## src/rtl/div_pipe_pkg.sv

```systemverilog
// Shared types for the DIV execution pipe: request/response bundles,
// operation encoding, FSM states and small helpers.
package div_pipe_pkg;

    localparam int XLEN = 32;
    localparam int EXE_PIPE_ID_DIV = 3;

    // bit1 = remainder, bit0 = unsigned
    typedef enum logic [1:0] {
        DIV_OP_DIV  = 2'b00,
        DIV_OP_DIVU = 2'b01,
        DIV_OP_REM  = 2'b10,
        DIV_OP_REMU = 2'b11
    } div_op_e;

    typedef struct packed {
        logic [4:0]      rd;
        logic [XLEN-1:0] rs1;
        logic [XLEN-1:0] rs2;
        div_op_e         div_control;
    } ix_div_inf_t;

    typedef struct packed {
        logic [4:0]      rd;
        logic [XLEN-1:0] result;
    } div_wb_inf_t;

    typedef enum logic [1:0] {
        DIV_ST_IDLE,
        DIV_ST_CALC,
        DIV_ST_FIXUP,
        DIV_ST_DONE
    } div_state_e;

    // Magnitude of a signed operand; unsigned operands pass through.
    function automatic logic [XLEN-1:0] abs_op(
        input logic [XLEN-1:0] v,
        input logic            sgn
    );
        return (sgn && v[XLEN-1]) ? -v : v;
    endfunction

endpackage

```

## src/rtl/div_iter_step.sv

```systemverilog
// Single-bit restoring division step (combinational).
// rem_i/dvd_i/dvs_i/q_i in -> rem_o/dvd_o/q_o out.
module div_iter_step
    import div_pipe_pkg::*;
(
    input  logic [XLEN:0]   rem_i,
    input  logic [XLEN-1:0] dvd_i,
    input  logic [XLEN-1:0] dvs_i,
    // top quotient bit shifts out, so only the low bits are needed
    input  logic [XLEN-2:0] q_i,
    output logic [XLEN:0]   rem_o,
    output logic [XLEN-1:0] dvd_o,
    output logic [XLEN-1:0] q_o
);

    logic [XLEN:0] rem_sh;
    logic [XLEN:0] diff;
    logic          ge;

    always_comb begin
        rem_sh = {rem_i[XLEN-1:0], dvd_i[XLEN-1]};
        diff   = rem_sh - {1'b0, dvs_i};
        // a set rem_i MSB means the shifted value exceeds any divisor
        ge     = rem_i[XLEN] | (rem_sh >= {1'b0, dvs_i});
        rem_o  = ge ? diff : rem_sh;
        dvd_o  = {dvd_i[XLEN-2:0], 1'b0};
        q_o    = {q_i, ge};
    end

endmodule

```

## src/rtl/div_pipe.sv

```systemverilog
// Iterative radix-2 RV32M divider (DIV/DIVU/REM/REMU), one op in flight.
// IX request in (valid/ready), WB response out (valid/ready), flush, busy.
module div_pipe
    import div_pipe_pkg::*;
#(
    parameter bit FAST_SPECIAL = 1'b1,
    parameter int ITER_COUNT   = XLEN
) (
    input  logic        clk,
    input  logic        rst,
    input  logic        ix_div_valid_i,
    output logic        ix_div_ready_o,
    input  ix_div_inf_t ix_div_inf_i,
    input  logic        flush_i,
    output logic        div_wb_valid_o,
    input  logic        div_wb_ready_i,
    output div_wb_inf_t div_wb_inf_o,
    output logic        busy_o
);

    localparam int CW = $clog2(ITER_COUNT);
    localparam logic [CW-1:0] CNT_LOAD = CW'(ITER_COUNT - 1);

    div_state_e      state_q, state_d;
    logic [CW-1:0]   cnt_q, cnt_d;
    logic [XLEN:0]   rem_q, rem_d;
    logic [XLEN-1:0] dvd_q, dvd_d;
    logic [XLEN-1:0] dvs_q, dvs_d;
    logic [XLEN-1:0] quo_q, quo_d;
    logic [XLEN-1:0] res_q, res_d;
    logic [4:0]      rd_q, rd_d;
    logic            is_rem_q, is_rem_d;
    logic            neg_q_q, neg_q_d;
    logic            neg_r_q, neg_r_d;

    logic            accept;
    logic            sgn;
    logic            is_rem;
    logic            div_zero;
    logic            ovf;
    logic            special;
    logic [XLEN-1:0] spec_res;
    logic [XLEN:0]   step_rem;
    logic [XLEN-1:0] step_dvd;
    logic [XLEN-1:0] step_q;

    div_iter_step u_step (
        .rem_i (rem_q),
        .dvd_i (dvd_q),
        .dvs_i (dvs_q),
        .q_i   (quo_q[XLEN-2:0]),
        .rem_o (step_rem),
        .dvd_o (step_dvd),
        .q_o   (step_q)
    );

    always_comb begin
        sgn      = ~ix_div_inf_i.div_control[0];
        is_rem   = ix_div_inf_i.div_control[1];
        accept   = ix_div_valid_i & ix_div_ready_o & ~flush_i;
        div_zero = (ix_div_inf_i.rs2 == '0);
        ovf      = sgn && (ix_div_inf_i.rs1 == 32'h8000_0000)
                       && (ix_div_inf_i.rs2 == 32'hFFFF_FFFF);
        special  = FAST_SPECIAL && (div_zero || ovf);
        if (div_zero)
            spec_res = is_rem ? ix_div_inf_i.rs1 : 32'hFFFF_FFFF;
        else
            spec_res = is_rem ? 32'h0 : 32'h8000_0000;
    end

    always_ff @(posedge clk or posedge rst) begin
        if (rst) begin
            state_q  <= DIV_ST_IDLE;
            cnt_q    <= '0;
            rem_q    <= '0;
            dvd_q    <= '0;
            dvs_q    <= '0;
            quo_q    <= '0;
            res_q    <= '0;
            rd_q     <= '0;
            is_rem_q <= 1'b0;
            neg_q_q  <= 1'b0;
            neg_r_q  <= 1'b0;
        end else begin
            state_q  <= state_d;
            cnt_q    <= cnt_d;
            rem_q    <= rem_d;
            dvd_q    <= dvd_d;
            dvs_q    <= dvs_d;
            quo_q    <= quo_d;
            res_q    <= res_d;
            rd_q     <= rd_d;
            is_rem_q <= is_rem_d;
            neg_q_q  <= neg_q_d;
            neg_r_q  <= neg_r_d;
        end
    end

    always_comb begin
        state_d = state_q;
        if (flush_i) begin
            state_d = DIV_ST_IDLE;
        end else begin
            unique case (state_q)
                DIV_ST_IDLE:
                    if (accept)
                        state_d = special ? DIV_ST_DONE : DIV_ST_CALC;
                DIV_ST_CALC:
                    if (cnt_q == '0)
                        state_d = DIV_ST_FIXUP;
                DIV_ST_FIXUP:
                    state_d = DIV_ST_DONE;
                DIV_ST_DONE:
                    if (div_wb_ready_i)
                        state_d = DIV_ST_IDLE;
                default:
                    state_d = DIV_ST_IDLE;
            endcase
        end
    end

    always_comb begin
        cnt_d    = cnt_q;
        rem_d    = rem_q;
        dvd_d    = dvd_q;
        dvs_d    = dvs_q;
        quo_d    = quo_q;
        res_d    = res_q;
        rd_d     = rd_q;
        is_rem_d = is_rem_q;
        neg_q_d  = neg_q_q;
        neg_r_d  = neg_r_q;
        if (state_q == DIV_ST_IDLE && accept) begin
            rd_d     = ix_div_inf_i.rd;
            is_rem_d = is_rem;
            dvd_d    = abs_op(ix_div_inf_i.rs1, sgn);
            dvs_d    = abs_op(ix_div_inf_i.rs2, sgn);
            rem_d    = '0;
            quo_d    = '0;
            cnt_d    = CNT_LOAD;
            neg_q_d  = sgn && (ix_div_inf_i.rs1[XLEN-1] ^ ix_div_inf_i.rs2[XLEN-1])
                           && !div_zero;
            neg_r_d  = sgn && ix_div_inf_i.rs1[XLEN-1];
            if (special)
                res_d = spec_res;
        end else if (state_q == DIV_ST_CALC) begin
            rem_d = step_rem;
            dvd_d = step_dvd;
            quo_d = step_q;
            cnt_d = cnt_q - 1'b1;
        end else if (state_q == DIV_ST_FIXUP) begin
            if (is_rem_q)
                res_d = neg_r_q ? -rem_q[XLEN-1:0] : rem_q[XLEN-1:0];
            else
                res_d = neg_q_q ? -quo_q : quo_q;
        end
    end

    always_comb begin
        ix_div_ready_o = (state_q == DIV_ST_IDLE);
        div_wb_valid_o = (state_q == DIV_ST_DONE);
        busy_o         = (state_q != DIV_ST_IDLE);
        div_wb_inf_o   = '{rd: rd_q, result: res_q};
    end

endmodule

```

## config.mk

```make
export PLATFORM = sky130hd
export DESIGN_NAME = div_pipe
export DESIGN_NICKNAME = d
export VERILOG_FILES = /design/src/rtl/div_pipe_pkg.sv /design/src/rtl/div_iter_step.sv /design/src/rtl/div_pipe.sv
export SDC_FILE = /design/constraint.sdc
export NUM_CORES = 1
export LEC_CHECK = 0
export CORE_ASPECT_RATIO = 0.5
export CORE_UTILIZATION = 59
export CTS_CLUSTER_DIAMETER = 80
export CTS_CLUSTER_SIZE = 28
export DETAILED_ROUTE_END_ITERATION = 10
export PLACE_DENSITY = 0.79
export SLEW_MARGIN = 40
export SYNTH_ARGS = -nofsm -noshare
export SYNTH_HDL_FRONTEND = slang
export SYNTH_SLANG_ARGS = --single-unit
```

## constraint.sdc

```tcl
create_clock -name clk -period 7.4 [get_ports clk]
set_input_delay 1.48 -clock clk [delete_from_list [all_inputs] [get_ports clk]]
set_output_delay 1.48 -clock clk [all_outputs]
set_load 0.02 [all_outputs]
```

# After elaboration in Yosys (flattened, before gate mapping)
# Cells that the tools add are included.
[op_classes]
n_addsub = 6
bitwise_logic = 6
n_reduce_logical = 17
n_eq_ne = 10
n_lt_le_gt_ge = 1
mux = 27
[ops]
columns = ["cell", "count"]
rows = [
  ["$mux 32", 16],
  ["$neg 32->32", 4],
  ["$mux 33", 3],
  ["$eq 32x32->1 const B", 2],
  ["$ge 33x32->1", 1],
  ["$sub 33x32->33", 1],
  ["$logic_not 32->1", 1],
  ["$mux 2", 5],
  ["$mux 5", 2],
  ["$pmux 2 s4", 1],
  ["$logic_and 1x1->1", 7],
  ["$reduce_and 3->1", 2],
  ["$reduce_bool 2->1", 3],
  ["$logic_not 5->1", 1],
  ["$sub 5x1->5 const B", 1],
  ["$eq 2x2->1 const B", 2],
  ["$ne 2x2->1 const B", 2],
  ["$ne 3x1->1 const B", 1],
  ["$ne 3x2->1 const B", 1],
  ["$ne 3x3->1 const B", 1],
  ["$and 1x1->1", 2],
  ["$eq 2x1->1 const B", 1],
  ["$logic_not 2->1", 1],
  ["$not 1->1", 2],
  ["other kinds (4)", 4],
]
[word_totals]
regBits = 176
output_inout_bits = 40
wordCells = 78
input_bits = 76

# Depth between registers and ports, before layout
# Gate-level depths: netlist of run 1.
[depth]
depth_word = 8
ltp_mapped = 14
mapped_depth_nobuf = 13

# By module
# A second synthesis of run 1 with hierarchy kept.
[unflattened]
hier_cells = 1601
hier_area_um2 = 13641.8
[by_module_without_submodules]
columns = ["mod", "area_per_inst_um2", "seq_area_each_um2", "cells_each", "n_inst"]
rows = [
  ["div_pipe", 10899.2, 4404.2, 1195, 1],
  ["div_iter_step", 2742.6, 0.0, 406, 1],
]

# Worst setup path before layout of run 1
# OpenSTA, ideal clock, no wires.
[synth_path]
path_kind = "input-to-reg"
start = "input ix_div_inf_i[2] (netlist bit)"
end = "register res_q[2]"
t_required_ps = 7275
path_slack_ps = 3643
cell_stages = 12
setup_time_ps = 125
path_buffers = 2
arrival_time_ps = 3633
path_cell_list = "inv_1 -> ha_1 -> nor2b_1 -> nand4_1 -> nor4_2 -> and4_1 -> buf_2 -> o21bai_1 -> nand2_1 -> nand2_1 -> buf_2 -> mux2_2"
[synth_between]
elab_chain_len = 5
elab_cells_between_ends = 9
cone_classes = "eq/ne (2); mux (3); reduce/logical (4)"
[synth_rtl]
columns = ["element", "line", "rtl"]
rows = [
  ["from (decl)", "div_pipe.sv:13", "input ix_div_inf_t ix_div_inf_i,"],
  ["$eq 32x32->1", "div_pipe.sv:63", "&& (ix_div_inf_i.rs2 == 32'hFFFF_FFFF);"],
  ["$logic_and 1x1->1", "div_pipe.sv:63", ""],
  ["$logic_or 1x1->1", "div_pipe.sv:64", "special = FAST_SPECIAL && (div_zero || ovf);"],
  ["$ne 2x2->1 (no line)", "--", ""],
  ["$reduce_and 3->1 (no line)", "--", ""],
  ["to (signal assigned)", "div_pipe.sv:91", "res_q <= res_d;"],
  ["to (decl)", "div_pipe.sv:30", "logic [XLEN-1:0] res_q, res_d;"],
]
# Parallel ways exist; a longest one is shown, timed or not. The select of a mux whose other input is x is not followed.
# A chain may end at the register's enable or synchronous reset.

# Final worst setup path of run 1
[layout_path]
start = "input ix_div_inf_i[3] (netlist bit)"
end = "register res_q[30]"
# The elaborated chain is that of the path after synthesis.

==> metrics.md, run 1 <==
| Metric | Value |
|---|---|
| MaxCap Viol Count | 0 |
| Req. time, crit path | 7.78 ns |
| Post-route clock period utilization | 62.34% |
| Critical Path Sink Type | flop |
| HPWL after DPL | about 27 mm |
| First-pass GRT wire length | approximately 58 mm |
| Overall routing resource usage | 34.04% |
| Post-synth EDFFs | 0 |
| YS warnings | 0 |
| Hold Crit Class | flop to flop |
| Boundary pin count | about 120 |
| Mapped Avg Cell Area | slightly above 8 sq um |
| Clk buf depth | 2 |
| Clock sink count | ~180 |
| Max_slew headroom | between 40% and 50% |
| Reg-to-Reg Start | dvd_q[31]$_DFFE_PP0P_ |
| PostCTS Resize Cnt | 0 |
| Leakage | ~6.1 nW |
| Hold Buf Count CTS | 0 |
| Syn_nets | approximately 1.6k |
| Remaining DRCs | 0 |
| Layout cells sized above 1 | 4.663% |
| Final wirelength | about 36 mm |
| Post-route insts no fill | between 1.5k and 2k |
| Antenna Cells | 0 |
| Post-Syn Instances | ~1.5k |
| Met2 usage | between 50% and 60% |
| Reg2Reg Capture Point | rem_q[26]$_DFFE_PP0P_ |
| Netlist cell types | 70 |
| Yosys top cell area share | approximately a third |
| Hold Fails Final Rpt | 0 |
| Tmin final | approximately 4.6 ns |
| Setup TNS | 0 ns |
| Seq pwr share | 26.2% |
| Reg area | roughly 4400 sq um |
| Met1 usage | 49.05% |
| CP max FO | 25 |
| Via Count | approximately 12k |
| Die width | between 200 and 250 um |
| Final Setup Violations | 0 |
| Max IR drop VDD | 0.2339 mV |
| Internal power | roughly 3.6 mW |
| Combinational share of power | between 60% and 70% |
| Initial DRC count | 1171 |
| Most area-hungry cell type in the Yosys netlist | dfrtp_1 |
| Htree depth | 4 |
| RSZ-0062 raised after global routing | no |
| Die ar. | 21870 sq um |
| Clock slew at reported path FFs | 0.07 ns |
| Wire per inst | around 19 um |
| Worst R2R Setup Slack | approximately 3.8 ns |
| Post-Syn Area | 12530 sq um |
| Fin. max-slew vios | 0 |
| FFs w/ async S/R, synth | 100.0% |
| Status | finished clean |
| Setup CP Type | primary input to flop |
| Seq/Total Area, Yosys | 35.14% |
| Port buffer count | between 100 and 150 |
| Final RePlAce weighted congestion | around 0.97 |
| Num CTS Buffers | 17 |
| CORE AREA | 20690 sq um |
| Fill cells | approximately 1.7k |
| Cell Pwr Density | slightly below 500 nW/um^2 |
| Root buffer cell | clkbuf_16 |
| DIE HEIGHT | 105.1 um |
| Yosys reg bits | about 180 |
| Vias in the first global route | around 11k |
| Worst r2r path cells | 13 |
| Clk network pwr share | 13.0% |
| Area grow syn2layout | 14.89% |
| # rows | 37 |
| CTS tree | yes |
| Clock latency on the worst-skew pair | between 0.4 and 0.5 ns |
| Area of the multi-input gates | approximately 7600 sq um |
| Initial antenna violation count | 0 |
| Hold Startpoint | rd_q[1]$_DFFE_PP0P_ |
| Starting Density | ~61% |
| GR Overflow Total | 0 |
| Sw Ratio | 48.80% |
| Worst Hold End | rd_q[1]$_DFFE_PP0P_ |
| DRT Pass-1 Iters | 8 |
| Post-Place Cells | between 1.5k and 2k |
| Vias per inst | about 6.2 |
| Critical path arrival | around 5.0 ns |
| Crit path launch | ix_div_inf_i[3] |
| Post-synth top flop | dfrtp_1 |
| Net count, final | 1694 |
| Area contributors post-synth | dfrtp_1, o21ai_0, mux2i_1, xnor2_1, nand2_1 |
| Hold Path Cell Cnt | 2 |
| Detail Route Antenna Nets | 0 |
| Busiest grt layer | met2 |
| Setup Skew | ~0.0086 ns |
| Fmax | between 200 and 250 MHz |
| Worst setup SP type | primary input |
| Met3 Usage GRT | roughly 7.7% |
| Post-CTS Setup Repair Bufs | 0 |
| Pin count of the biggest net entering global routing | about 120 |
| P_sw | 3.436 mW |
| Actual slew at the worst max-slew pin | between 0.8 and 0.9 ns |
==> layout make-up <==
| class | instances | area share (%) |
|---|---|---|
| multi-input cells | 1193 | 52.73 |
| flip-flops and latches | 176 | 30.60 |
| repair buffers | 123 | 8.514 |
| clock buffers | 23 | 3.388 |
| well taps | 273 | 2.372 |
| inverters | 63 | 1.729 |
| clock inverters | 9 | 0.6690 |
==> cell usage in the layout, fill, tap and decap left out, types with 5 or more instances in the layout <==
master and count:
a211o_1 5, a211oi_1 10, a21boi_0 5, a21o_1 13, a21oi_1 117, a31oi_1 22
and2_1 7, and3_1 6, clkbuf_16 17, clkdlybuf4s50_1 115, dfrtp_1 174, ha_1 42
inv_1 61, mux2_2 5, mux2i_1 70, nand2_1 175, nand2b_1 8, nand3_1 24
nand3b_1 6, nand4_1 19, nor2_1 125, nor2b_1 15, nor3_1 28, nor4_1 11
o211ai_1 23, o21a_1 8, o21ai_0 184, o21bai_1 6, o31ai_1 20, o41ai_1 11
or3_1 15, or4_1 11, xnor2_1 79, xor2_1 69
==> worst max-delay path, cell delays in order <==
cell and delay [ns]:
clkdlybuf4s50_1 0.47, inv_1 0.09, ha_1 0.15, nor2b_1 0.28
nand4_1 0.19, nor4_2 0.51, and4_1 0.58, and2_1 0.68
o21ai_0 0.20, and4_1 0.22, a21oi_1 0.13
==> synthesized netlist by cell type (11+ instances only) <==
cell type  instances
nor3_1            28
inv_1             62
nand3_1           24
dfrtp_1          176
a31oi_1           22
nor2_1           126
xnor2_1           79
mux2i_1           70
a21oi_1          118
nor2b_1           15
o41ai_1           11
a21o_1            13
o31ai_1           20
or3_1             15
clkbuf_1          75
o21ai_0          184
nand4_1           19
ha_1              43
nand2_1          176
xor2_1            69
o211ai_1          23
or4_1             11
nor4_1            12
==> per-stage QoR <==
stage / setup slack, ns / power [mW] / hold slack (ns) / util, % / area [sq um]
after floorplan: 1.146 / 4.804 / 0.4498 / - / 12530
after global placement: 1.839 / 5.897 / 0.4561 / 66.57 / 13780
after detailed placement: 2.121 / 6.026 / 0.4690 / 66.70 / 13800
after CTS: 2.606 / 6.955 / 0.4847 / 69.53 / 14390
after global routing: 2.391 / 7.547 / 0.5086 / 69.59 / 14400
final: 2.787 / 7.041 / 0.4818 / 69.59 / 14400
==> cells by family (layout without fill, tap and decap cells) <==
family / Yosys count / after routing / synth area share, %
AO/OA/AOI/OAI: 449 / 449 / 21.19
XOR/XNOR: 148 / 148 / 10.34
adder cells (fa/ha/maj): 44 / 44 / 4.452
buffers and inverters: 154 / 218 / 4.681
flip-flops: 176 / 176 / 35.14
multiplexers: 75 / 75 / 6.039
AND/OR/NAND/NOR: 477 / 477 / 18.16
==> power by group through the flow <==
stage	Combinational, mW	Sequential (mW)	Clock [mW]
finish	4.28	1.85	0.912
global route	4.69	1.90	0.954
CTS	4.21	1.83	0.918
detailed placement	4.18	1.84	0
global placement	4.08	1.82	0
floorplan	3.05	1.76	0
==> routing by layer <==
layer  vias to the layer above  wire length (um)
met5                         -                 0
met4                         0               763
met3                        52              3207
met2                       526             15380
met1                      5483             16900
li1                       5501                 -
==> how the worst max path moves through the flow <==
| stage | to | slack, ns | cells past startpoint |
|---|---|---|---|
| 2_1_floorplan | cnt_q[0]$_DFFE_PP0P_ | 1.15 | 1 |
| 3_3_place_gp | res_q[7]$_DFFE_PP0P_ | 1.84 | 9 |
| 3_5_place_dp | res_q[2]$_DFFE_PP0P_ | 2.12 | 11 |
| 4_1_cts | res_q[2]$_DFFE_PP0P_ | 2.61 | 11 |
| 5_1_grt | res_q[28]$_DFFE_PP0P_ | 2.39 | 11 |
| 6_report | res_q[30]$_DFFE_PP0P_ | 2.79 | 11 |
==> sequential cells by signal, summed over array words and instances, names as in the netlist <==
name and count:
dvs_q 32, neg_r_q 1, state_q 2, cnt_q 5, dvd_q 32, rem_q 33
neg_q_q 1, res_q 32, rd_q 5, is_rem_q 1, quo_q 32
No activity file was read; power rests on OpenSTA's default activity.
==> run 2, diff against run 1 <==
==> constraint.sdc (replaced) <==
create_clock -name clk -period 4.8 [get_ports clk]
set_input_delay 0.96 -clock clk [delete_from_list [all_inputs] [get_ports clk]]
set_output_delay 0.96 -clock clk [all_outputs]
set_load 0.02 [all_outputs]
==> run 2 against run 1 <==
  * Via count rose by 1.3%
  * Non-clock buffer count up 10
  * Total power rose by 54%
  * Cell area rose by 0.71%
  * Final cell count is 0.54% higher
==> metrics.md, run 2 (same netlist as run 1, synthesis figures left out) <==
| Metric | Value |
|---|---|
| MaxCap Viol Count | 0 (unchanged) |
| Boundary pin count | 116 (unchanged) |
| Final RePlAce weighted congestion | 0.9508 (-2.2%) |
| Leakage | 6.120 nW (+1.1%) |
| Vias in the first global route | 10.93k (+2.3%) |
| Placed Area | 13880 sq um (+0.58%) |
| Overall routing resource usage | 34.64% (+0.60 points) |
| Antenna Cells | 0 (unchanged) |
| DIE HEIGHT | 105.1 um (unchanged) |
| Post-route clock period utilization | slightly below 90% |
| Critical path arrival | 4.51 ns (-0.48 ns) |
| Net count, final | 1704 (+0.59%) |
| Remaining DRCs | 0 (unchanged) |
| Clock latency on the worst-skew pair | 0.46 ns (about the same) |
| Final wirelength | 36.67 mm (+1.2%) |
| Num CTS Buffers | 17 (unchanged) |
| Die width | 208.1 um (unchanged) |
| CP max FO | 16 (-36%) |
| Root buffer cell | clkbuf_16 |
| Clock slew at reported path FFs | 0.07 ns (about the same) |
| Tmin final | 4.172 ns |
| Critical-path cell list | clkdlybuf4s50_1 > or4_1 > nor4_1 > nor2b_1 > and4_1 > o21bai_1 > nand2_1 > and2_0 > a221oi_1 > nor2_1 |
| Via Count | 11.71k (+1.3%) |
| Setup CP Type | primary input to flop |
| Setup TNS | 0 ns (unchanged) |
| Clock sink count | 176 (unchanged) |
| Fmax | 239.7 MHz |
| CTS tree | yes |
| Largest Register | rem_q |
| Pin count of the biggest net entering global routing | 110 (-4.3%) |
| Highest cell delay on the worst timing path | 0.60 ns (-0.08 ns) |
| Hold Fails Final Rpt | 0 (unchanged) |
| First-pass GRT wire length | 59.08 mm (+2.5%) |
| Hold Crit Class | flop to flop |
| Layout cells sized above 1 | 5.197% (+0.53 points) |
| PostCTS Resize Cnt | 0 (unchanged) |
| Post-route setup slack | 0.6280 ns (-2.159 ns) |
| Max reg flops | 33 (unchanged) |
| Area grow syn2layout | 15.71% |
| Vias per inst | 6.262 (+0.74%) |
| Worst setup SP type | primary input |
| Fin. max-slew vios | 0 (unchanged) |
| Final Setup Violations | 0 (unchanged) |
| Post-place setup slack | 0.3113 ns (-1.809 ns) |
| Commonest non-fill, non-tap cell in the layout | o21ai_0 |
| CP top delay family | simple AND/OR/NAND/NOR gates |
| DRT Pass-1 Iters | 6 (-2) |
| Starting Density | 60.57% (unchanged) |
| Post-route design area | 14500 sq um (+0.71%) |
| Post-route insts no fill | 1870 (+0.54%) |
| CORE AREA | 20690 sq um (unchanged) |
| Initial DRC count | 1268 (+8.3%) |
| Critical Path Sink Type | flop |
| Die ar. | 21870 sq um (unchanged) |
| Actual slew at the worst max-slew pin | 0.8356 ns (+0.007178 ns) |
| Detail Route Antenna Nets | 0 (unchanged) |
| Htree depth | 4 (unchanged) |
| CP max-delay cell | or4_1 |
| # rows | 37 (unchanged) |
| HPWL after DPL | 27.30 mm (+1.3%) |
| Initial antenna violation count | 0 (unchanged) |
| Commonest non-fill, non-tap cells in the layout | o21ai_0, nand2_1, dfrtp_1, nor2_1, a21oi_1 |
| RSZ-0062 raised after global routing | no |
| Max_slew headroom | 44.26% (+0.27 points) |
| Clk buf depth | 2 (unchanged) |
| GR Overflow Total | 0 (unchanged) |
| Cell Pwr Density | 749.0 nW/um^2 (+53%) |
| Hold Buf Count CTS | 0 (unchanged) |
| Post-Place Cells | 1837 (+0.49%) |
| Setup Skew | 0.008604 ns (-0.00001587 ns) |
| Port buffer count | 115 (unchanged) |
| Max IR drop VDD | 0.2983 mV (+28%) |
| CP Buf/Inv Count | 1 (-1) |
| Wire per inst | 19.61 um (+0.61%) |
| Post-CTS Setup Repair Bufs | 0 (unchanged) |
| Status | finished clean |
| Req. time, crit path | 5.14 ns (-2.64 ns) |
## run 2: changes by cell type in the layout (fill, tap and decap cells not counted), sizes merged
cell	change
buf	+10
clkinv	+2
inv	-2
clkbuf	-1
clkinvlp	+1
## run 2: routing by layer
metal	part of all wire (%)	up-vias	global-route usage, %	wire (um)
met4	2.3	0	11.53	828
met2	43	504	52.88	15870
met1	47	5628	50.01	17140
met5	0	-	0	0
met3	7.7	63	5.711	2830
li1	-	5515	-	-
## run 2: worst register-to-register path, cell delays in order, from the launching register on
cell       delay (ns)
dfrtp_1          0.50
ha_1             0.36
nor2b_1          0.15
o2111ai_1        0.27
a31oi_1          0.20
o31a_1           0.40
a211o_1          0.36
a21oi_4          0.50
buf_4            0.39
nor2_1           0.09
a21oi_1          0.15
a21oi_1          0.10
## run 2: final cells by class
| type | instances | area (sq um) |
|---|---|---|
| multi-input cells | 1193 | 7580 |
| fillers | 1692 | 6190 |
| flip-flops and latches | 176 | 4407 |
| repair buffers | 133 | 1339 |
| clock buffers | 22 | 494.2 |
| well taps | 273 | 341.6 |
| inverters | 63 | 240.2 |
| clock inverters | 10 | 102.6 |
## run 2: report_power, final
group	total [mW]	leakage, nW	internal, mW	switching, mW
combinational	6.61	3.62	2.70	3.91
sequential	2.83	2.21	2.10	0.731
clock	1.42	0.289	0.788	0.633
## run 2: worst paths after layout
check,depth (start not counted),end,slack (ns),from
min in group asynchronous,3,dvd_q[17]$_DFFE_PP0P_,0.95,rst
worst min register to register,2,dvs_q[15]$_DFFE_PP0P_,0.48,dvs_q[15]$_DFFE_PP0P_
worst max-delay path,10,res_q[1]$_DFFE_PP0P_,0.63,ix_div_inf_i[27]
worst min-delay path,2,dvs_q[15]$_DFFE_PP0P_,0.48,dvs_q[15]$_DFFE_PP0P_
max in group asynchronous,4,neg_r_q$_DFFE_PP0P_,2.95,rst
worst max register to register,11,rem_q[17]$_DFFE_PP0P_,1.18,rem_q[0]$_DFFE_PP0P_
## run 2: stage by stage
stage / power (mW) / hold WS (ns) / util [%]
6_report: 10.86 / 0.4793 / 70.09
3_3_place_gp: 9.074 / 0.4555 / 66.91
5_1_grt: 11.70 / 0.4992 / 70.09
3_5_place_dp: 9.288 / 0.4703 / 67.09
2_1_floorplan: 7.407 / 0.4498 / -
4_1_cts: 10.74 / 0.4844 / 69.97
==> run 3, diff against run 2 <==
--- a/config.mk
+++ b/config.mk
@@ -10,6 +10,7 @@
 export CTS_CLUSTER_DIAMETER = 80
 export CTS_CLUSTER_SIZE = 28
 export DETAILED_ROUTE_END_ITERATION = 10
+export GPL_TIMING_DRIVEN = 0
 export PLACE_DENSITY = 0.79
 export SLEW_MARGIN = 40
 export SYNTH_ARGS = -nofsm -noshare
==> run 3 against run 2 <==
  * Setup slack worse by 0.064 ns
  * Register-to-register slack worse by 0.09 ns
  * Via count is 6.3% higher
  * Maximum frequency is 1.5% lower
  * Final cell count is 4.3% higher
  * First-iteration DRC count is 34% higher
  * Sequential power is 2% lower
  * Cell area is 2.5% higher
  * Core utilization is 1.7 points higher
  * Total power is 4.9% higher
  * Critical path type unchanged
  * Critical endpoint is now res_q[0]$_DFFE_PP0P_
==> metrics.md, run 3 (same netlist as run 1, synthesis figures left out) <==
| Metric | Value |
|---|---|
| Max reg flops | 33 (unchanged) |
| Largest Register | rem_q |
| Tmin final | 4.236 ns (+0.06446 ns) |
| Starting Density | 60.57% (unchanged) |
| Clock sink count | 176 (unchanged) |
| Clock slew at reported path FFs | 0.07 ns (about the same) |
| Area of the multi-input gates | 7555 sq um (-0.33%) |
| Clk network pwr share | 13.9% (+0.8 points) |
| Hold Path Cell Cnt | 2 (unchanged) |
| Via Count | 12.45k (+6.3%) |
| Worst setup SP type | primary input |
| Fill cells | 1614 (-4.6%) |
| Cell Pwr Density | 767.0 nW/um^2 (+2.4%) |
| Req. time, crit path | 5.13 ns (about the same) |
| RSZ-0062 raised after global routing | no |
| Port buffer count | 115 (unchanged) |
| Area grow syn2layout | 18.58% |
| Actual slew at the worst max-slew pin | 0.8562 ns (+0.02061 ns) |
| Htree depth | 4 (unchanged) |
| Die ar. | 21870 sq um (unchanged) |
| Setup TNS | 0 ns (unchanged) |
| Num CTS Buffers | 17 (unchanged) |
| Commonest non-fill, non-tap cell in the layout | o21ai_0 |
| Post-route insts no fill | 1950 (+4.3%) |
| DIE HEIGHT | 105.1 um (unchanged) |
| Post-Place Cells | 1918 (+4.4%) |
| Initial DRC count | 1699 (+34%) |
| Fmax | 236.0 MHz (-1.5%) |
| # rows | 37 (unchanged) |
| Seq pwr share | 24.4% (-1.7 points) |
| PostCTS Resize Cnt | 0 (unchanged) |
| Hold Buf Count CTS | 0 (unchanged) |
| HPWL after DPL | 31.99 mm (+17%) |
| Final RePlAce weighted congestion | 1.013 (+6.6%) |
| Wire per inst | 21.17 um (+8.0%) |
| Post-CTS Setup Repair Bufs | 0 (unchanged) |
| Remaining DRCs | 0 (unchanged) |
| Hold Fails Final Rpt | 0 (unchanged) |
| Vias per inst | 6.385 (+2.0%) |
| Final wirelength | 41.29 mm (+13%) |
| P_sw | 5.619 mW (+6.6%) |
| Max IR drop VDD | 0.3160 mV (+5.9%) |
| Layout cells sized above 1 | 4.651% (-0.55 points) |
| Overall routing resource usage | 38.70% (+4.1 points) |
| Boundary pin count | 116 (unchanged) |
| Sw Ratio | 49.29% (+0.76 points) |
| Critical path arrival | 4.56 ns (+0.05 ns) |
| Detail Route Antenna Nets | 0 (unchanged) |
| Setup Skew | 0.01472 ns (+0.006117 ns) |
| Critical Path Sink Type | flop |
| Root buffer cell | clkbuf_16 |
| DRT Pass-1 Iters | 7 (+1) |
| Antenna Cells | 0 (unchanged) |
| MaxCap Viol Count | 0 (unchanged) |
| Internal power | 5.781 mW (+3.4%) |
| Hold Crit Class | flop to flop |
| Status | finished clean |
| Max_slew headroom | 42.48% (-1.8 points) |
| Commonest non-fill, non-tap cells in the layout | o21ai_0, nand2_1, dfrtp_1, nor2_1, a21oi_1 |
| GR Overflow Total | 0 (unchanged) |
| Setup CP Type | primary input to flop |
| Leakage | 6.249 nW (+2.1%) |
| Vias in the first global route | 11.80k (+7.9%) |
| Net count, final | 1784 (+4.7%) |
| Fin. max-slew vios | 0 (unchanged) |
| First-pass GRT wire length | 64.76 mm (+9.6%) |
| Die width | 208.1 um (unchanged) |
| Combinational share of power | 61.7% (+0.9 points) |
| Post-route clock period utilization | 88.26% (+1.3 points) |
| Reg area | 4404 sq um (about the same) |
| Clock latency on the worst-skew pair | 0.46 ns (about the same) |
| CP max FO | 10 (-6) |
| Final Setup Violations | 0 (unchanged) |
| Clk buf depth | 2 (unchanged) |
| Initial antenna violation count | 0 (unchanged) |
| CTS tree | yes |
| Pin count of the biggest net entering global routing | 29 (-74%) |
| Worst r2r path cells | 11 (unchanged) |
| CORE AREA | 20690 sq um (unchanged) |
==> run 3: cell count changes in the layout (fill, tap and decap cells not counted), sizes merged <==
cell | previous run | this run
clkbuf | 22 | 95
bufinv | 1 | 5
clkinvlp | 3 | 4
inv | 63 | 64
clkinv | 6 | 2
buf | 18 | 23
==> run 3: metrics by stage <==
step | area (sq um) | hold WS (ns) | setup slack, ns | power, mW | util [%]
after floorplan | 12540 | 0.4498 | 1.563 | 7.407 | -
after global placement | 14030 | 0.4563 | 0.09269 | 9.292 | 67.80
after detailed placement | 14190 | 0.4723 | 0.1731 | 9.546 | 68.58
after CTS | 14850 | 0.4875 | 0.6390 | 11.18 | 71.78
after global routing | 14860 | 0.5037 | 0.3673 | 12.12 | 71.82
final | 14860 | 0.4799 | 0.5636 | 11.40 | 71.82
==> run 3: metal layers <==
layer  up-vias  global-route usage [%]  part of all wire (%)
met3       108                   9.678                    12
met5         -                       0                     0
met1      5904                   54.09                    43
li1       5684                       -                     -
met2       755                   58.94                    43
met4         0                   12.06                   2.9
==> run 3: path summary, 6_finish.rpt <==
kind | start | end | slack (ns)
worst max-delay path | ix_div_inf_i[2] | res_q[0]$_DFFE_PP0P_ | 0.56
worst min register to register | dvs_q[13]$_DFFE_PP0P_ | dvs_q[13]$_DFFE_PP0P_ | 0.48
worst min-delay path | dvs_q[13]$_DFFE_PP0P_ | dvs_q[13]$_DFFE_PP0P_ | 0.48
min in group asynchronous | rst | quo_q[29]$_DFFE_PP0P_ | 0.86
worst max register to register | rem_q[0]$_DFFE_PP0P_ | rem_q[8]$_DFFE_PP0P_ | 1.09
max in group asynchronous | rst | dvs_q[10]$_DFFE_PP0P_ | 2.89
==> run 3: power groups by stage <==
stage / clock network (mW) / logic, mW / registers, mW
after CTS: 1.58 / 6.86 / 2.73
after detailed placement: 0 / 6.79 / 2.76
final: 1.59 / 7.04 / 2.78
after global routing: 1.65 / 7.64 / 2.83
after global placement: 0 / 6.58 / 2.72
after floorplan: 0 / 4.70 / 2.71
==> run 3: cell type report <==
cell class	count	area share, %
clock inverters	12	1.372
clock buffers	20	3.073
inverters	63	1.616
multi-input cells	1193	50.83
flip-flops and latches	176	29.63
repair buffers	122	8.789
plain buffers	91	2.391
well taps	273	2.298
==> run 3: critical path, cell delays in order <==
cell and delay (ns):
clkdlybuf4s50_1 0.45, inv_1 0.11, ha_1 0.17, nor2b_1 0.30
nand4_1 0.17, nor4_2 0.49, and4_1 0.38, buf_2 0.27
o21bai_1 0.21, nand2_1 0.12, nand2_1 0.22, buf_2 0.30
buf_2 0.28, a31oi_1 0.12
==> edit 1: new RTL, flow settings as in run 2 <==
Change the parameter `FAST_SPECIAL` from 1'b1 to 1'b0.
--- a/src/rtl/div_pipe.sv
+++ b/src/rtl/div_pipe.sv
@@ -4,5 +4,5 @@
     import div_pipe_pkg::*;
 #(
-    parameter bit FAST_SPECIAL = 1'b1,
+    parameter bit FAST_SPECIAL = 1'b0,
     parameter int ITER_COUNT   = XLEN
 ) (
Check against the original RTL: not equivalent (a bounded check fails within 4 cycles, from zero or initial values and one cycle with rst high).
==> edit 1 against run 2 <==
Count of clock-buffer cells in the layout shrank 2. Non-clock buffer count shrank 8. Wire length shrank 16%. Cell area shrank 4.4%. Combinational power shrank 10%. Worst setup slack gained 0.40 ns. Area after synthesis shrank 4.5%. Total power shrank 7.0%. Clock skew shrank 0.00055 ns. Final cell count shrank 6.1%. Sequential cell count is the same.
==> edit 1: results (changes against run 2) <==
| Metric | Value |
|---|---|
| Routed WL | `30.67 mm (-16%)` |
| Synth unique cells | `59 (-16%)` |
| Placed insts | `1723 (-6.2%)` |
| GRT Util Overall | `0.3025 (-0.04392)` |
| Pleak | `5.877 nW (-4.0%)` |
| CP top delay family | `compound AO/OA/AOI/OAI gates` |
| Status | `finished, final reports clean` |
| WHS Endpoint | `dvs_q[13]` |
| Post-synthesis adder-cell area fraction | `0.04558 (+0.001058)` |
| Placer congestion estimate | `0.9580 (+0.76%)` |
| Worst Skew | `0.008058 ns (-0.0005459 ns)` |
| VDD IR max | `0.3763 mV (+26%)` |
| Synth area leaders | `dfrtp_1 37%, mux2i_1 7.3%, xnor2_1 6.5%, o21ai_0 6.4%, nand2_1 5.1%` |
| Max incr delay on CP | `0.52 ns (-0.08 ns)` |
| Pin count of the biggest net entering global routing | `91 (-17%)` |
| Worst-Skew Late Latency | `0.44 ns (-0.02 ns)` |
| R2R Setup Slk | `1.03 ns (-0.15 ns)` |
| First-pass DRT Iterations | `5 (-1)` |
| Most common library cells after synthesis | `176 x dfrtp_1, 164 x nand2_1, 152 x o21ai_0` |
| HPWL after DPL | `22.43 mm (-18%)` |
| Slowest stage cell, crit path | `a31oi_1` |
| Post-placement cell area | `13290 sq um (-4.3%)` |
| Worst R2R End | `rem_q[30]` |
| Synth Net Count | `1531 (-6.8%)` |
| Mux cell area share after synthesis | `0.07840 (+0.01801)` |
| Avg Cell Area, Syn | `8.477 sq um (+3.0%)` |
| Pre-CTS WS | `1.109 ns (+0.7973 ns)` |
| Switching power of the nets | `4.747 mW (-10%)` |
| Register area share after synthesis | `0.3680 (+0.01660)` |
| Clock share of power | `0.135 (+0.004)` |
| First-pass GRT wire length | `49.58 mm (-16%)` |
| Comb power frac | `0.588 (-0.020)` |
| Min-Delay Startpoint | `dvs_q[13]` |
## edit 1: routing by layer
layer | up-vias | share of wire | global-route usage
met5 | - | 0.00055 | 0
met4 | 2 | 0.014 | 0.07924
met3 | 39 | 0.074 | 0.07554
met2 | 348 | 0.42 | 0.4460
met1 | 4925 | 0.49 | 0.4426
li1 | 5081 | - | -
## edit 1: worst max path at each step
stage | startpoint | endpoint | slack [ns] | depth (start not counted)
after global routing | rem_q[5] | rem_q[21] | 0.84 | 10
final | dvd_q[31] | rem_q[30] | 1.03 | 13
after global placement | ix_div_inf_i[36] | dvd_q[30] | 1.20 | 10
after CTS | dvd_q[31] | rem_q[30] | 1.10 | 13
after floorplan | rst | cnt_q[0] | 1.59 | 1
after detailed placement | ix_div_inf_i[6] | dvs_q[29] | 1.11 | 9
## edit 1: cell type report
type,count,area [sq um]
clock inverters,12,110.1
well taps,266,332.8
fillers,1559,5822
flip-flops and latches,176,4410
clock buffers,20,456.7
inverters,80,304.0
repair buffers,125,1259
multi-input cells,1076,6989
==> edit 2: new RTL, settings of run 2 <==
Without the edit above. Take the reset off `res_q` and `rd_q` and load them in a clocked block of their own.
--- a/src/rtl/div_pipe.sv
+++ b/src/rtl/div_pipe.sv
@@ -77,6 +77,4 @@
             dvs_q    <= '0;
             quo_q    <= '0;
-            res_q    <= '0;
-            rd_q     <= '0;
             is_rem_q <= 1'b0;
             neg_q_q  <= 1'b0;
@@ -89,10 +87,13 @@
             dvs_q    <= dvs_d;
             quo_q    <= quo_d;
-            res_q    <= res_d;
-            rd_q     <= rd_d;
             is_rem_q <= is_rem_d;
             neg_q_q  <= neg_q_d;
             neg_r_q  <= neg_r_d;
         end
+    end
+
+    always_ff @(posedge clk) begin
+        res_q <= res_d;
+        rd_q  <= rd_d;
     end
 
Check against the original RTL: not equivalent (Yosys sat finds a counterexample within 4 cycles, from zero or initial values and one cycle with rst high).
==> edit 2 against run 2 <==
Sequential power up 2%. Die area down 0.20%. Worst setup slack improved by 0.36 ns. Sequential cell count unchanged. Total power fell by 4.6%. Area after synthesis fell by 0.20%. Cell area is 0.36% lower. Wire length shrank 8.5%. First-iteration DRC count is 14% lower.
==> edit 2: results (changes against run 2) <==
| Metric | Value |
|---|---|
| Status | `finished, final reports clean` |
| Post-route total power | `10.36 mW (-4.6%)` |
| Met3 GRT Util | `0.05410 (-0.003006)` |
| Comb_multi_in | `1112 (-6.8%)` |
| HPWL after DPL | `24.29 mm (-11%)` |
| Least-Margin Pin Slew | `0.7765 ns (-0.05909 ns)` |
| Min-Delay Startpoint | `dvs_q[10]` |
| Cells after synthesis | `1434 (-5.8%)` |
| P_seq | `2.89 mW (+2%)` |
| Worst-Skew Late Latency | `0.44 ns (-0.02 ns)` |
| Die ar. | `21820 sq um (-0.20%)` |
| Non-clock buffer share of cell area | `0.08944 (-0.002868)` |
| Non-clock inverters | `61 (-3.2%)` |
| Pre-CTS WS | `0.5617 ns (+0.2503 ns)` |
| Placer congestion estimate | `0.9305 (-2.1%)` |
| Slowest stage cell, crit path | `or4_4` |
| CP arrival | `3.95 ns (-0.56 ns)` |
| Pleak | `5.865 nW (-4.2%)` |
| R2R Setup Slk | `1.26 ns (+0.08 ns)` |
| Post-synth ARST share | `0.7898 (-0.2102)` |
| Met3 Routed Length | `2.561 mm (-9.5%)` |
| Min Hold Slack | `0.4826 ns (+0.003271 ns)` |
| Most common library cells after synthesis | `175 x o21ai_0, 149 x nand2_1, 139 x dfrtp_1` |
| Fillers | `1638 (-3.2%)` |
| Comb power frac | `0.579 (-0.029)` |
| EDFF count, synth | `37 (+37)` |
| WHS Endpoint | `dvs_q[10]` |
| Synth Net Count | `1554 (-5.4%)` |
| Synth area leaders | `dfrtp_1 28%, edfxtp_1 8.9%, o21ai_0 7.0%, mux2i_1 5.7%, xnor2_1 5.5%` |
| Max FO, Critical Path | `32 (+16)` |
| Routed WL | `33.56 mm (-8.5%)` |
| Register fraction of the total cell area | `0.3180 (+0.01418)` |
| Fraction of layout cells with a size suffix above 1 | `0.06486 (+0.01289)` |
| Worst R2R End | `rem_q[4]` |
edit 2: changes by cell type in the layout (fill, tap and decap cells not counted), sizes merged, moves of 8 or more:
cell / change
nor2: -10
o211ai: +8
a31oi: -11
a211oi: +15
dfrtp: -37
edfxtp: +37
nand2: -26
a21oi: -21
nand3: -12
edit 2: how the worst max path moves through the flow:
stage                endpoint  slack, ns  cells past startpoint
floorplan            cnt_q[0]       0.12                      1
global placement     res_q[2]       0.67                      9
detailed placement   res_q[5]       0.56                      9
CTS                  res_q[5]       1.03                      9
global route        res_q[30]       0.82                      9
finish               res_q[8]       0.99                      9
edit 2: cells by family after synthesis:
family                     synth area share
AOI/OAI and AO/OA                    0.2147
and+or+nand+nor                      0.1673
DFF                                  0.3669
xor gates and xnor gates             0.1022
buffers and inverters               0.04651
muxes                               0.05771
adders and majority gates           0.04461
edit 2: critical path: cells and delay by family:
kind | cells | cell delay (ns)
AND/OR/NAND/NOR | 5 | 1.73
buffers and inverters | 2 | 0.76
AO/OA/AOI/OAI | 2 | 0.47
